**src/rtl/run_ctrl_pkg.sv**
```systemverilog
// rtl/run_ctrl_pkg.sv - shared state/cause encodings for the run-control sequencer
package run_ctrl_pkg;

  typedef enum logic [1:0] {
    ST_IDLE    = 2'd0,
    ST_RUN     = 2'd1,
    ST_MEMWAIT = 2'd2,
    ST_PAUSED  = 2'd3
  } run_state_t;

  typedef enum logic [1:0] {
    CAUSE_NONE = 2'd0,
    CAUSE_HLT  = 2'd1,
    CAUSE_EXT  = 2'd2,
    CAUSE_BP   = 2'd3
  } halt_cause_t;

  localparam int MEM_WAIT_MAX = 15;

endpackage

```
**src/rtl/cpu_run_ctrl_bp_match.sv**
```systemverilog
// rtl/cpu_run_ctrl_bp_match.sv - OR of NUM_BP enabled address comparators against the fetch PC
module bp_match #(
  parameter int IADDR_W = 10,
  parameter int NUM_BP  = 2
) (
  input  logic [IADDR_W-1:0]        pc,
  input  logic [NUM_BP-1:0]         bp_en,
  input  logic [NUM_BP*IADDR_W-1:0] bp_addr,
  output logic                      hit
);

  always_comb begin
    hit = 1'b0;
    for (int i = 0; i < NUM_BP; i++) begin
      if (bp_en[i] && (bp_addr[i*IADDR_W +: IADDR_W] == pc)) hit = 1'b1;
    end
  end

endmodule

```
**src/rtl/cpu_run_ctrl.sv**
```systemverilog
// rtl/cpu_run_ctrl.sv - start/halt/step/breakpoint sequencer gating PC advance and control lines
module cpu_run_ctrl
  import run_ctrl_pkg::*;
#(
  parameter int IADDR_W  = 10,
  parameter int NUM_BP   = 2,
  parameter int MEM_WAIT = 0,
  parameter int CNT_W    = 32
) (
  input  logic                      clk,
  input  logic                      rst_n,
  input  logic                      start,
  input  logic                      halt_req,
  input  logic                      step_mode,
  input  logic                      step_req,
  input  logic [IADDR_W-1:0]        pc,
  input  logic                      hlt_inst,
  input  logic                      mem_access,
  input  logic [NUM_BP-1:0]         bp_en,
  input  logic [NUM_BP*IADDR_W-1:0] bp_addr,
  output logic                      pc_en,
  output logic                      ctrl_en,
  output logic                      pc_sync_rst,
  output logic [1:0]                run_state,
  output logic [1:0]                halt_cause,
  output logic [CNT_W-1:0]          cycle_cnt,
  output logic [CNT_W-1:0]          instr_cnt
);

  localparam int          WAIT_LOAD_I = (MEM_WAIT > 0) ? (MEM_WAIT - 1) : 0;
  localparam logic [3:0]  WAIT_LOAD   = WAIT_LOAD_I[3:0];

  run_state_t  state_q, state_d;
  halt_cause_t cause_q, cause_d;
  logic        skip_q, skip_d;
  logic [3:0]  wait_q, wait_d;
  logic        clear_cnt;
  logic        bp_hit;

  bp_match #(.IADDR_W(IADDR_W), .NUM_BP(NUM_BP)) u_bp_match (
    .pc      (pc),
    .bp_en   (bp_en),
    .bp_addr (bp_addr),
    .hit     (bp_hit)
  );

  always_comb begin
    state_d     = state_q;
    cause_d     = cause_q;
    skip_d      = skip_q;
    wait_d      = wait_q;
    pc_en       = 1'b0;
    ctrl_en     = 1'b0;
    pc_sync_rst = 1'b0;
    clear_cnt   = 1'b0;
    case (state_q)
      ST_IDLE: begin
        if (start) begin
          state_d   = ST_RUN;
          cause_d   = CAUSE_NONE;
          skip_d    = 1'b1;
          clear_cnt = 1'b1;
        end
      end
      ST_RUN: begin
        if (halt_req) begin
          pc_sync_rst = 1'b1;
          state_d     = ST_IDLE;
          cause_d     = CAUSE_EXT;
        end else if (hlt_inst) begin
          // HLT itself retires so it sees its own control lines
          pc_en       = 1'b1;
          ctrl_en     = 1'b1;
          pc_sync_rst = 1'b1;
          state_d     = ST_IDLE;
          cause_d     = CAUSE_HLT;
        end else if (bp_hit && !skip_q) begin
          state_d = ST_PAUSED;
          cause_d = CAUSE_BP;
        end else if (mem_access && (MEM_WAIT > 0)) begin
          wait_d  = WAIT_LOAD;
          state_d = ST_MEMWAIT;
        end else begin
          pc_en   = 1'b1;
          ctrl_en = 1'b1;
          skip_d  = 1'b0;
          if (step_mode) begin
            state_d = ST_PAUSED;
            cause_d = CAUSE_NONE;
          end
        end
      end
      ST_MEMWAIT: begin
        if (halt_req) begin
          pc_sync_rst = 1'b1;
          state_d     = ST_IDLE;
          cause_d     = CAUSE_EXT;
        end else if (wait_q == 4'd0) begin
          pc_en   = 1'b1;
          ctrl_en = 1'b1;
          skip_d  = 1'b0;
          if (step_mode) begin
            state_d = ST_PAUSED;
            cause_d = CAUSE_NONE;
          end else begin
            state_d = ST_RUN;
          end
        end else begin
          wait_d = wait_q - 4'd1;
        end
      end
      ST_PAUSED: begin
        if (halt_req) begin
          pc_sync_rst = 1'b1;
          state_d     = ST_IDLE;
          cause_d     = CAUSE_EXT;
        end else if (start || step_req) begin
          state_d = ST_RUN;
          skip_d  = 1'b1;
        end
      end
      default: state_d = ST_IDLE;
    endcase
  end

  always_ff @(posedge clk or negedge rst_n) begin
    if (!rst_n) begin
      state_q   <= ST_IDLE;
      cause_q   <= CAUSE_NONE;
      skip_q    <= 1'b0;
      wait_q    <= 4'd0;
      cycle_cnt <= '0;
      instr_cnt <= '0;
    end else begin
      state_q <= state_d;
      cause_q <= cause_d;
      skip_q  <= skip_d;
      wait_q  <= wait_d;
      if (clear_cnt) begin
        cycle_cnt <= '0;
        instr_cnt <= '0;
      end else begin
        if ((state_q == ST_RUN) || (state_q == ST_MEMWAIT)) cycle_cnt <= cycle_cnt + CNT_W'(1);
        if (pc_en && ctrl_en) instr_cnt <= instr_cnt + CNT_W'(1);
      end
    end
  end

  assign run_state  = state_q;
  assign halt_cause = cause_q;

endmodule
```
**config.mk**
```make
export PLATFORM = sky130hd
export DESIGN_NAME = cpu_run_ctrl
export DESIGN_NICKNAME = d
export VERILOG_FILES = /design/src/rtl/run_ctrl_pkg.sv /design/src/rtl/cpu_run_ctrl_bp_match.sv /design/src/rtl/cpu_run_ctrl.sv
export SDC_FILE = /design/constraint.sdc
export NUM_CORES = 1
export LEC_CHECK = 0
export ABC_AREA = 1
export CAP_MARGIN = 20
export CORE_MARGIN = 8
export CORE_UTILIZATION = 45
export DETAILED_ROUTE_END_ITERATION = 8
export PLACE_DENSITY_LB_ADDON = 0.08
export SLEW_MARGIN = 40
export SYNTH_ARGS = -nofsm -noshare
export SYNTH_HDL_FRONTEND = slang
export SYNTH_SLANG_ARGS = --single-unit
```
**constraint.sdc**
```tcl
create_clock -name clk -period 1.9 [get_ports clk]
set_clock_uncertainty 0.15 [all_clocks]
set_input_delay 0.38 -clock clk [delete_from_list [all_inputs] [get_ports clk]]
set_output_delay 0.38 -clock clk [all_outputs]
set_load 0.05 [all_outputs]
```
# ---- Word-level counts from Yosys, hierarchy flattened
# Index checks and enable logic that the tools add are counted.
dict set report totals {
  regBits 73
  inputBits 40
  output_inout_bits 71
  elab_cells 90
}
dict set report classes {
  n_addsub 3
  n_eq_ne 17
  mux 47
  bitwise 2
  n_reduce_logical 15
}
# cell n
set ops {}
lappend ops {{two-way mux 32 bit} 4}
lappend ops {{adder 32 x 1 -> 32 bit, second input constant} 2}
lappend ops {{two-way mux 2 bit} 18}
lappend ops {{== test 10 bit} 2}
lappend ops {{two-way mux 1 bit} 20}
lappend ops {{inequality test 2 bit, second input constant} 9}
lappend ops {{one-hot mux 2 bit (4 select lines)} 2}
lappend ops {{AND reduction 8 bit} 1}
lappend ops {{inequality test 3 bit, second input constant} 2}
lappend ops {{AND reduction 3 bit} 2}
lappend ops {{inequality test 5 bit, second input constant} 1}
lappend ops {{== test 2 bit, second input constant} 2}
lappend ops {{logical NOT 4 bit} 1}
lappend ops {{one-hot mux 1 bit (2 select lines)} 2}
lappend ops {{one-hot mux 1 bit (4 select lines)} 1}
lappend ops {{AND reduction 4 bit} 1}
lappend ops {{nonzero test 2 bit} 2}
lappend ops {{subtractor 4 x 1 -> 4 bit, second input constant} 1}
lappend ops {{logical AND 1 bit} 3}
lappend ops {{== test 2 x 1 -> 1 bit, second input constant} 1}
lappend ops {{logical NOT 2 bit} 1}
lappend ops {{logical OR 1 bit} 2}
lappend ops {{inverter 1 bit} 2}
lappend ops {{OR reduction 2 bit} 1}
lappend ops {{logical NOT 1 bit} 1}

# ---- Longest topological paths before layout
dict set report depth {
  depth_word 11
  mapped_depth 15
  ltp_nobuf 14
}

# ---- Hierarchy
# From an unflattened synthesis, not the netlist that was laid out.
dict set report unflattened {
  cells_unflattened 768
  area_unflattened_um2 4903.5
}
# module instances cells_each area_each_um2 seq_area_each_um2
set by_module_without_submodules {}
lappend by_module_without_submodules {cpu_run_ctrl 1 666 4493.1 1826.8}
lappend by_module_without_submodules {bp_match 1 102 410.4 0.0}

# ---- Worst setup path after synthesis
# No wires, ideal clock.
dict set report synth_path {
  path_kind {reg2out}
  startpoint {register state_q[0], in the netlist run_state[0]}
  endpoint {output port pc_en}
  t_arrival_ns 2.369
  required_time_ns 1.370
  setup_slack_ns -0.999
  stages_incl_launch_ff 8
  n_path_buf 3
  cell_sequence {dfrtp_1 inv_1 ha_1 clkbuf_1 nand2_2 buf_4 inv_1 buf_4}
}
dict set report synth_between {
  elab_chain_len 2
}
# item line
set synth_lines {}
lappend synth_lines {{from (decl)} cpu_run_ctrl.sv:33} ;# run_state_t state_q, state_d;
lappend synth_lines {{from (signal assigned)} cpu_run_ctrl.sv:135} ;# state_q <= state_d;
lappend synth_lines {{== test 2 bit / == test 2 x 1 -> 1 bit (equally long branches)} n/a}
lappend synth_lines {{one-hot mux 1 bit (2 select lines) *} n/a}
lappend synth_lines {{to (decl)} cpu_run_ctrl.sv:21} ;# output logic pc_en,
# Every way passes the cells marked *; elsewhere a longest branch is shown, timed or not.

# ---- Worst setup path after layout
dict set report layout_path {
  startpoint {input port pc[4]}
  endpoint {output port ctrl_en}
}
dict set report layout_between {
  elab_chain_len 9
}
# item line
set layout_lines {}
lappend layout_lines {{from (decl)} cpu_run_ctrl.sv:16} ;# input logic [IADDR_W-1:0] pc,
lappend layout_lines {{== test 10 bit} cpu_run_ctrl_bp_match.sv:15} ;# if (bp_en[i] && (bp_addr[i*IADDR_W +: IADDR_W] == pc)) hit = 1'b1;
lappend layout_lines {{logical AND 1 bit} cpu_run_ctrl_bp_match.sv:15}
lappend layout_lines {{two-way mux 1 bit} cpu_run_ctrl_bp_match.sv:15}
lappend layout_lines {{two-way mux 1 bit *} cpu_run_ctrl_bp_match.sv:15}
lappend layout_lines {{logical AND 1 bit *} cpu_run_ctrl.sv:77} ;# end else if (bp_hit && !skip_q) begin
lappend layout_lines {{two-way mux 1 bit *} cpu_run_ctrl.sv:77}
lappend layout_lines {{two-way mux 1 bit *} cpu_run_ctrl.sv:70} ;# end else if (hlt_inst) begin
lappend layout_lines {{two-way mux 1 bit *} cpu_run_ctrl.sv:66} ;# if (halt_req) begin
lappend layout_lines {{one-hot mux 1 bit (2 select lines) *} cpu_run_ctrl.sv:56} ;# case (state_q)
lappend layout_lines {{to (decl)} cpu_run_ctrl.sv:22} ;# output logic ctrl_en,
# Marks and branches as above.

==> impl_metrics.prom <==
# TYPE chip_impl_metric gauge
chip_impl_metric{name="dr_total_vias",unit=""} 6033
chip_impl_info{name="synth_top_cells_by_count",value="sky130_fd_sc_hd__nand2_1, sky130_fd_sc_hd__inv_1, sky130_fd_sc_hd__dfrtp_1, sky130_fd_sc_hd__nand3_1, sky130_fd_sc_hd__nor2_1"} 1
chip_impl_metric{name="post-synth-top-area-fraction",unit="%"} 34.51
chip_impl_metric{name="grt_antenna_before_repair",unit=""} 0
chip_impl_metric{name="fin_setup_tns",unit="ps"} -3520
chip_impl_metric{name="grt_usage",unit="%"} 22.00
chip_impl_metric{name="met2RoutedLength",unit="mm"} 8.714
chip_impl_info{name="top_area_cells_in_the_synthesized_netlist",value="sky130_fd_sc_hd__dfrtp_1, sky130_fd_sc_hd__nand2_1, sky130_fd_sc_hd__inv_1, sky130_fd_sc_hd__nand3_1, sky130_fd_sc_hd__nor2_1"} 1
chip_impl_info{name="violations",value="negative setup slack"} 1
chip_impl_metric{name="max_slew.worst_pin.slew",unit="ps"} 622.9
chip_impl_metric{name="timing.slew.headroom",unit="%"} 58.47
chip_impl_metric{name="layout_worst_path_cycle_share",unit="%"} 119.0
chip_impl_metric{name="register_bit_total_from_synthesis",unit=""} 73
chip_impl_metric{name="grt_overflow",unit=""} 0
chip_impl_metric{name="chipWidth",unit="microns"} 124.5
chip_impl_metric{name="clk-insertion-delay-late",unit="ps"} 340
chip_impl_metric{name="power_density",unit="nW/um^2"} 793.3
chip_impl_metric{name="dp.cells",unit=""} 1100
chip_impl_metric{name="wl_per_cell",unit="microns"} 15.11
chip_impl_metric{name="slew_viol_final",unit=""} 0
chip_impl_info{name="clock_tree.root_cell",value="sky130_fd_sc_hd__clkbuf_16"} 1
chip_impl_metric{name="number_of_remaining_drc_errors",unit=""} 0
chip_impl_metric{name="fin_worst_hold_slack",unit="ps"} 323.9
chip_impl_metric{name="timing.final.hold_violations",unit=""} 0
chip_impl_info{name="status",value="finished, violations left"} 1
chip_impl_metric{name="synthesis.yosys.warnings",unit=""} 0
chip_impl_metric{name="synthDistinctLibCells",unit=""} 35
chip_impl_metric{name="synth_seq_area_share",unit="%"} 34.51
chip_impl_metric{name="htree_num_levels",unit=""} 3
chip_impl_metric{name="synthArstFlopShare",unit="%"} 100.0
chip_impl_metric{name="post-route-min-period",unit="ps"} 2261
chip_impl_metric{name="detail_route.iter0.violations",unit=""} 336
chip_impl_metric{name="synth_nets",unit=""} 839
chip_impl_metric{name="route.layer.met1.wl",unit="mm"} 7.595
chip_impl_info{name="crit_path_end_kind",value="primary output"} 1
chip_impl_metric{name="grt_pass1_wl",unit="mm"} 28.95
chip_impl_info{name="ys.flop_type",value="sky130_fd_sc_hd__dfrtp_1"} 1
chip_impl_metric{name="finalWirelength",unit="mm"} 17.54
chip_impl_info{name="yosys.cell_count.top_type",value="sky130_fd_sc_hd__nand2_1"} 1
chip_impl_metric{name="dpl-instance-area",unit="sq um"} 7281
chip_impl_info{name="criticalPathCategory",value="in2out"} 1
chip_impl_metric{name="fin_total_pwr",unit="mW"} 6.553
chip_impl_metric{name="ios",unit=""} 111
chip_impl_metric{name="preCtsSetupSlack",unit="ps"} -786.7
chip_impl_metric{name="cp.required",unit="ps"} 1370
chip_impl_metric{name="synth.cell_area",unit="sq um"} 5294
chip_impl_metric{name="floorplan.core_area",unit="sq um"} 11470
chip_impl_metric{name="fp-row-count",unit=""} 39
chip_impl_metric{name="globalplace.congestion",unit=""} 0.9062
chip_impl_info{name="tritoncts",value="done"} 1
chip_impl_metric{name="grt_start_max_net_pins",unit=""} 68
chip_impl_metric{name="finalInstanceArea",unit="sq um"} 8260
chip_impl_metric{name="worst-endpoint-arrival",unit="ps"} 1730
chip_impl_metric{name="final_core_util",unit="%"} 72.03
chip_impl_metric{name="layout.nets",unit=""} 1061
chip_impl_metric{name="path_clk_slew",unit="ps"} 50
chip_impl_metric{name="max_cap_violations",unit=""} 0
chip_impl_metric{name="cp_max_fo",unit=""} 4
chip_impl_metric{name="post-route-worst-setup-slack",unit="ps"} -361.2
chip_impl_metric{name="postSynthAreaPerCell",unit="sq um"} 6.693
chip_impl_metric{name="met3WireLength",unit="microns"} 917
chip_impl_info{name="setup_repair_after_global_routing_missed_its_margin",value="true"} 1
chip_impl_metric{name="area_delta_synth_final",unit="%"} 56.04
chip_impl_metric{name="drt-vias-per-instance",unit=""} 5.196
chip_impl_metric{name="start_util",unit="%"} 46.16
chip_impl_metric{name="die_span_y",unit="microns"} 124.5
chip_impl_metric{name="cts.sink_count",unit=""} 73
chip_impl_info{name="cp-start-kind",value="input pin"} 1
chip_impl_metric{name="post_dp_hpwl",unit="mm"} 12.49
chip_impl_metric{name="synth_enable_flop_cells",unit=""} 0
chip_impl_info{name="synth.largest_area_cell",value="sky130_fd_sc_hd__dfrtp_1"} 1
chip_impl_info{name="topRoutingLayerUsed",value="met4"} 1
chip_impl_metric{name="first_global_vias",unit=""} 6030
chip_impl_metric{name="die_outline_area",unit="sq um"} 15490
chip_impl_metric{name="antenna_cells_inserted",unit=""} 0
chip_impl_metric{name="ant_nets",unit=""} 0
chip_impl_metric{name="layout-drive-gt1-share",unit="%"} 39.39
chip_impl_metric{name="synth_cells",unit=""} 791
chip_impl_metric{name="leakage_power",unit="nW"} 4.180
chip_impl_metric{name="instances_no_fill",unit=""} 1161
chip_impl_metric{name="irDropWorstVdd",unit="mV"} 0.8216
chip_impl_metric{name="achievable-frequency",unit="MHz"} 442.2
chip_impl_metric{name="port_buffers",unit=""} 109
chip_impl_metric{name="dr_pass1_iterations",unit=""} 5
chip_impl_metric{name="setup_viol",unit=""} 21
chip_impl_metric{name="clock_tree_buffer_depth",unit=""} 2
chip_impl_info{name="worst_hold_path_type",value="reg2reg"} 1
chip_impl_metric{name="numCtsBuffers",unit=""} 9
-- layout make-up --
| cell class | instances | area [sq um] |
|---|---|---|
| multi-input combinational | 574 | 3261 |
| clock buffer | 13 | 260.3 |
| tap | 143 | 178.9 |
| timing repair buffer | 233 | 2160 |
| clock inverter | 3 | 65.06 |
| sequential | 73 | 1864 |
| fill | 962 | 3207 |
| inverter | 122 | 471.7 |
-- power breakdown --
| part | internal (mW) | leakage (nW) | switching [mW] |
|---|---|---|---|
| combinational | 1.06 | 3.06 | 1.81 |
| sequential | 1.70 | 0.956 | 0.110 |
| clock | 1.22 | 0.160 | 0.665 |
| total | 3.97 | 4.18 | 2.58 |
-- routing by layer --
layer	track usage (%)	vias up
met2	37.12	179
met4	6.449	0
met3	4.936	29
met1	27.40	2836
li1	-	2989
met5	0	-
-- sequential cells by signal, indices dropped and copies added (netlist names) --
name	cells
cycle_cnt	32
halt_cause	2
instr_cnt	32
run_state	2
skip_q	1
wait_q	4
-- cells by family (layout without fill, tap and decap cells) --
group	after synthesis	after routing	share of synthesized area, %
simple gates	475	475	41.48
xor+xnor	31	31	5.129
fa+ha+maj	8	8	1.891
flops	73	73	34.51
compound gates	60	60	6.263
buf+inv	144	371	10.73
-- worst paths after layout --
path	cells past startpoint	start	slack, ps	endpoint
worst max-delay path	15	pc[4]	-360	ctrl_en
worst min-delay path	1	wait_q[3]$_DFFE_PN0P_	320	wait_q[3]$_DFFE_PN0P_
worst max register to register	13	run_state[0]$_DFFE_PN0P_	-270	cycle_cnt[19]$_DFFE_PN0P_
worst min register to register	1	wait_q[3]$_DFFE_PN0P_	320	wait_q[3]$_DFFE_PN0P_
max in group asynchronous	3	rst_n	620	cycle_cnt[9]$_DFFE_PN0P_
min in group asynchronous	2	rst_n	370	instr_cnt[13]$_DFFE_PN0P_
-- what timing repair did --
| action | CTS | global route |
|---|---|---|
| hold buffers | 1 | 0 |
| gates cloned | 0 | 0 |
| pin swaps | 45 | 38 |
| setup buffers | 49 | 8 |
| resized for setup | 158 | 100 |
| setup endpoints to repair | 62 | 63 |
| endpoints found under the hold margin | 26 | 0 |
-- worst max-delay path, cell delays in order --
cell                         delay (ps)
sky130_fd_sc_hd__buf_6               90
sky130_fd_sc_hd__inv_2               50
sky130_fd_sc_hd__nand2_2             70
sky130_fd_sc_hd__nand2_1             70
sky130_fd_sc_hd__nor2_1             130
sky130_fd_sc_hd__nand2_1             80
sky130_fd_sc_hd__nor2_2             110
sky130_fd_sc_hd__nand2_1             70
sky130_fd_sc_hd__nand2_1             70
sky130_fd_sc_hd__nand3_1             60
sky130_fd_sc_hd__nand2_1             90
sky130_fd_sc_hd__nand2_2             80
sky130_fd_sc_hd__nand2_4            100
sky130_fd_sc_hd__clkinvlp_4         130
sky130_fd_sc_hd__buf_12             170
-- cell usage in the layout, fill, tap and decap left out, types with 4 or more instances in the layout --
cell                              instances
sky130_fd_sc_hd__a21oi_1                 14
sky130_fd_sc_hd__a21oi_2                 10
sky130_fd_sc_hd__buf_12                  25
sky130_fd_sc_hd__buf_2                    8
sky130_fd_sc_hd__buf_4                  150
sky130_fd_sc_hd__buf_6                   28
sky130_fd_sc_hd__clkbuf_16                9
sky130_fd_sc_hd__clkbuf_2                10
sky130_fd_sc_hd__clkdlybuf4s50_1          4
sky130_fd_sc_hd__dfrtp_1                 43
sky130_fd_sc_hd__dfrtp_2                 30
sky130_fd_sc_hd__ha_1                     4
sky130_fd_sc_hd__inv_1                  102
sky130_fd_sc_hd__inv_2                   15
sky130_fd_sc_hd__inv_4                    4
sky130_fd_sc_hd__nand2_1                184
sky130_fd_sc_hd__nand2_2                 43
sky130_fd_sc_hd__nand2_4                  5
sky130_fd_sc_hd__nand3_1                 68
sky130_fd_sc_hd__nand3_2                  6
sky130_fd_sc_hd__nand4_1                 42
sky130_fd_sc_hd__nor2_1                  58
sky130_fd_sc_hd__nor2_2                  13
sky130_fd_sc_hd__nor2_4                   6
sky130_fd_sc_hd__nor3_1                  27
sky130_fd_sc_hd__nor3_2                   8
sky130_fd_sc_hd__o21a_1                   4
sky130_fd_sc_hd__o21ai_0                 11
sky130_fd_sc_hd__o21ai_1                  7
sky130_fd_sc_hd__o21ai_2                  6
sky130_fd_sc_hd__o31ai_1                  4
sky130_fd_sc_hd__xnor2_1                  7
sky130_fd_sc_hd__xor2_1                  23
(Power assumes the default switching activity.)
==> patch, RTL diff (same flow settings) <==
Set the parameter `CNT_W` to 36 (it was 32).
--- a/src/rtl/cpu_run_ctrl.sv
+++ b/src/rtl/cpu_run_ctrl.sv
@@ -6,5 +6,5 @@
   parameter int NUM_BP   = 2,
   parameter int MEM_WAIT = 0,
-  parameter int CNT_W    = 32
+  parameter int CNT_W    = 36
 ) (
   input  logic                      clk,
Ports: changed (resized cycle_cnt and instr_cnt); port bits go from 111 to 119. No check against the original RTL was run, so the function may have changed too.
==> patch against the original RTL <==
- the flow still finishes with violations (negative setup slack)
- power is 9.7% higher
- non-clock buffer count is 8 higher
- maximum frequency is 1.6% higher
- area after synthesis grew 7.7%
- worst setup slack improved by 0.036 ns
- sequential cell count rose by 8
- routed wire length rose by 4.5%
- design area up 7.2%
- first-iteration DRC count fell by 8.9%
- register-to-register slack improved by 0.06 ns
- hold slack improved by 0.016 ns
- sequential share of layout area up 0.61 points
- highest routed layer unchanged
==> patch: results (changes against the original RTL) <==
[grt]
groute.usage.overall_pct=21.7  ; -0.35 points
grtUsageMet2_pct=38.0  ; +0.85 points
gr-usage-met1_pct=26.5  ; -0.88 points
grt_pass1_vias=6098  ; +1.1%
use_met3_pct=3.27  ; -1.7 points
grt_max_degree=41  ; -40%

[drt]
routed-wl-met3_um=838  ; -8.6%
met1_length_um=7900  ; +4.1%
vias_per_cell=5.03  ; -3.1%

[sta]
finalWorstSetupSlack_ns=-0.325  ; +0.0365 ns
setup_violations=26  ; +24%
tightest_slew_ns=0.431  ; -0.192 ns

[yosys]
synth_xor_area_share_pct=5.68  ; +0.55 points
synth_compound_area_share_pct=6.69  ; +0.43 points
ys_seq_area_share_pct=35.5  ; +1.0 points
synthAdderAreaFrac_pct=1.76  ; -0.14 points

[place]
port_buffers=117  ; +7.3%
hpwl_um=13200  ; +5.4%
gp_congestion=0.914  ; +0.85%
dp_cells=1205  ; +9.5%

[power]
peakVddDrop_uv=495  ; -40%
p_leak_nw=4.43  ; +6.1%
switching_share_pct=41.1  ; +1.7 points
comb-power_mw=3.56  ; +24%

[min_path]
min_path_type=input pin to asynchronous set/reset pin

[setup_path]
path_max_fanout=3  ; -1
worst_ep_arrival_time_ns=1.69  ; -0.04 ns

[clock_tree]
post_cts_buffers=13  ; -73%

[run_status]
violations=negative setup slack
status=finished with violations

[layout]
top_regs=cycle_cnt (36), instr_cnt (36), wait_q (4)

-- patch: changes by cell type after synthesis, moves of 6 or more --
cell	before	now
dfrtp_1	73	81
nand4_1	42	48
nand2_1	219	227
nor2_1	73	82
inv_1	121	134
clkbuf_1	8	14
nand3_1	73	57
nor3_1	33	40
-- patch: path summary, 6_finish.rpt --
path | end | slack (ns) | depth (start not counted)
worst max-delay path | pc_en | -0.32 | 12
worst min-delay path | halt_cause[0] | 0.34 | 2
worst max register to register | cycle_cnt[21] | -0.21 | 12
worst min register to register | wait_q[0] | 0.35 | 2
max in group asynchronous | cycle_cnt[20] | 0.74 | 3
min in group clk | wait_q[0] | 0.35 | 2
-- patch: area by class of cell --
cell class	count	area, µm²
Clock buffer	10	229
Clock inverter	6	36.3
Tap cell	172	215
Inverter	137	526
Timing Repair Buffer	241	2260
Sequential cell	81	2050
Fill cell	1096	3660
Multi-Input combinational cell	599	3540
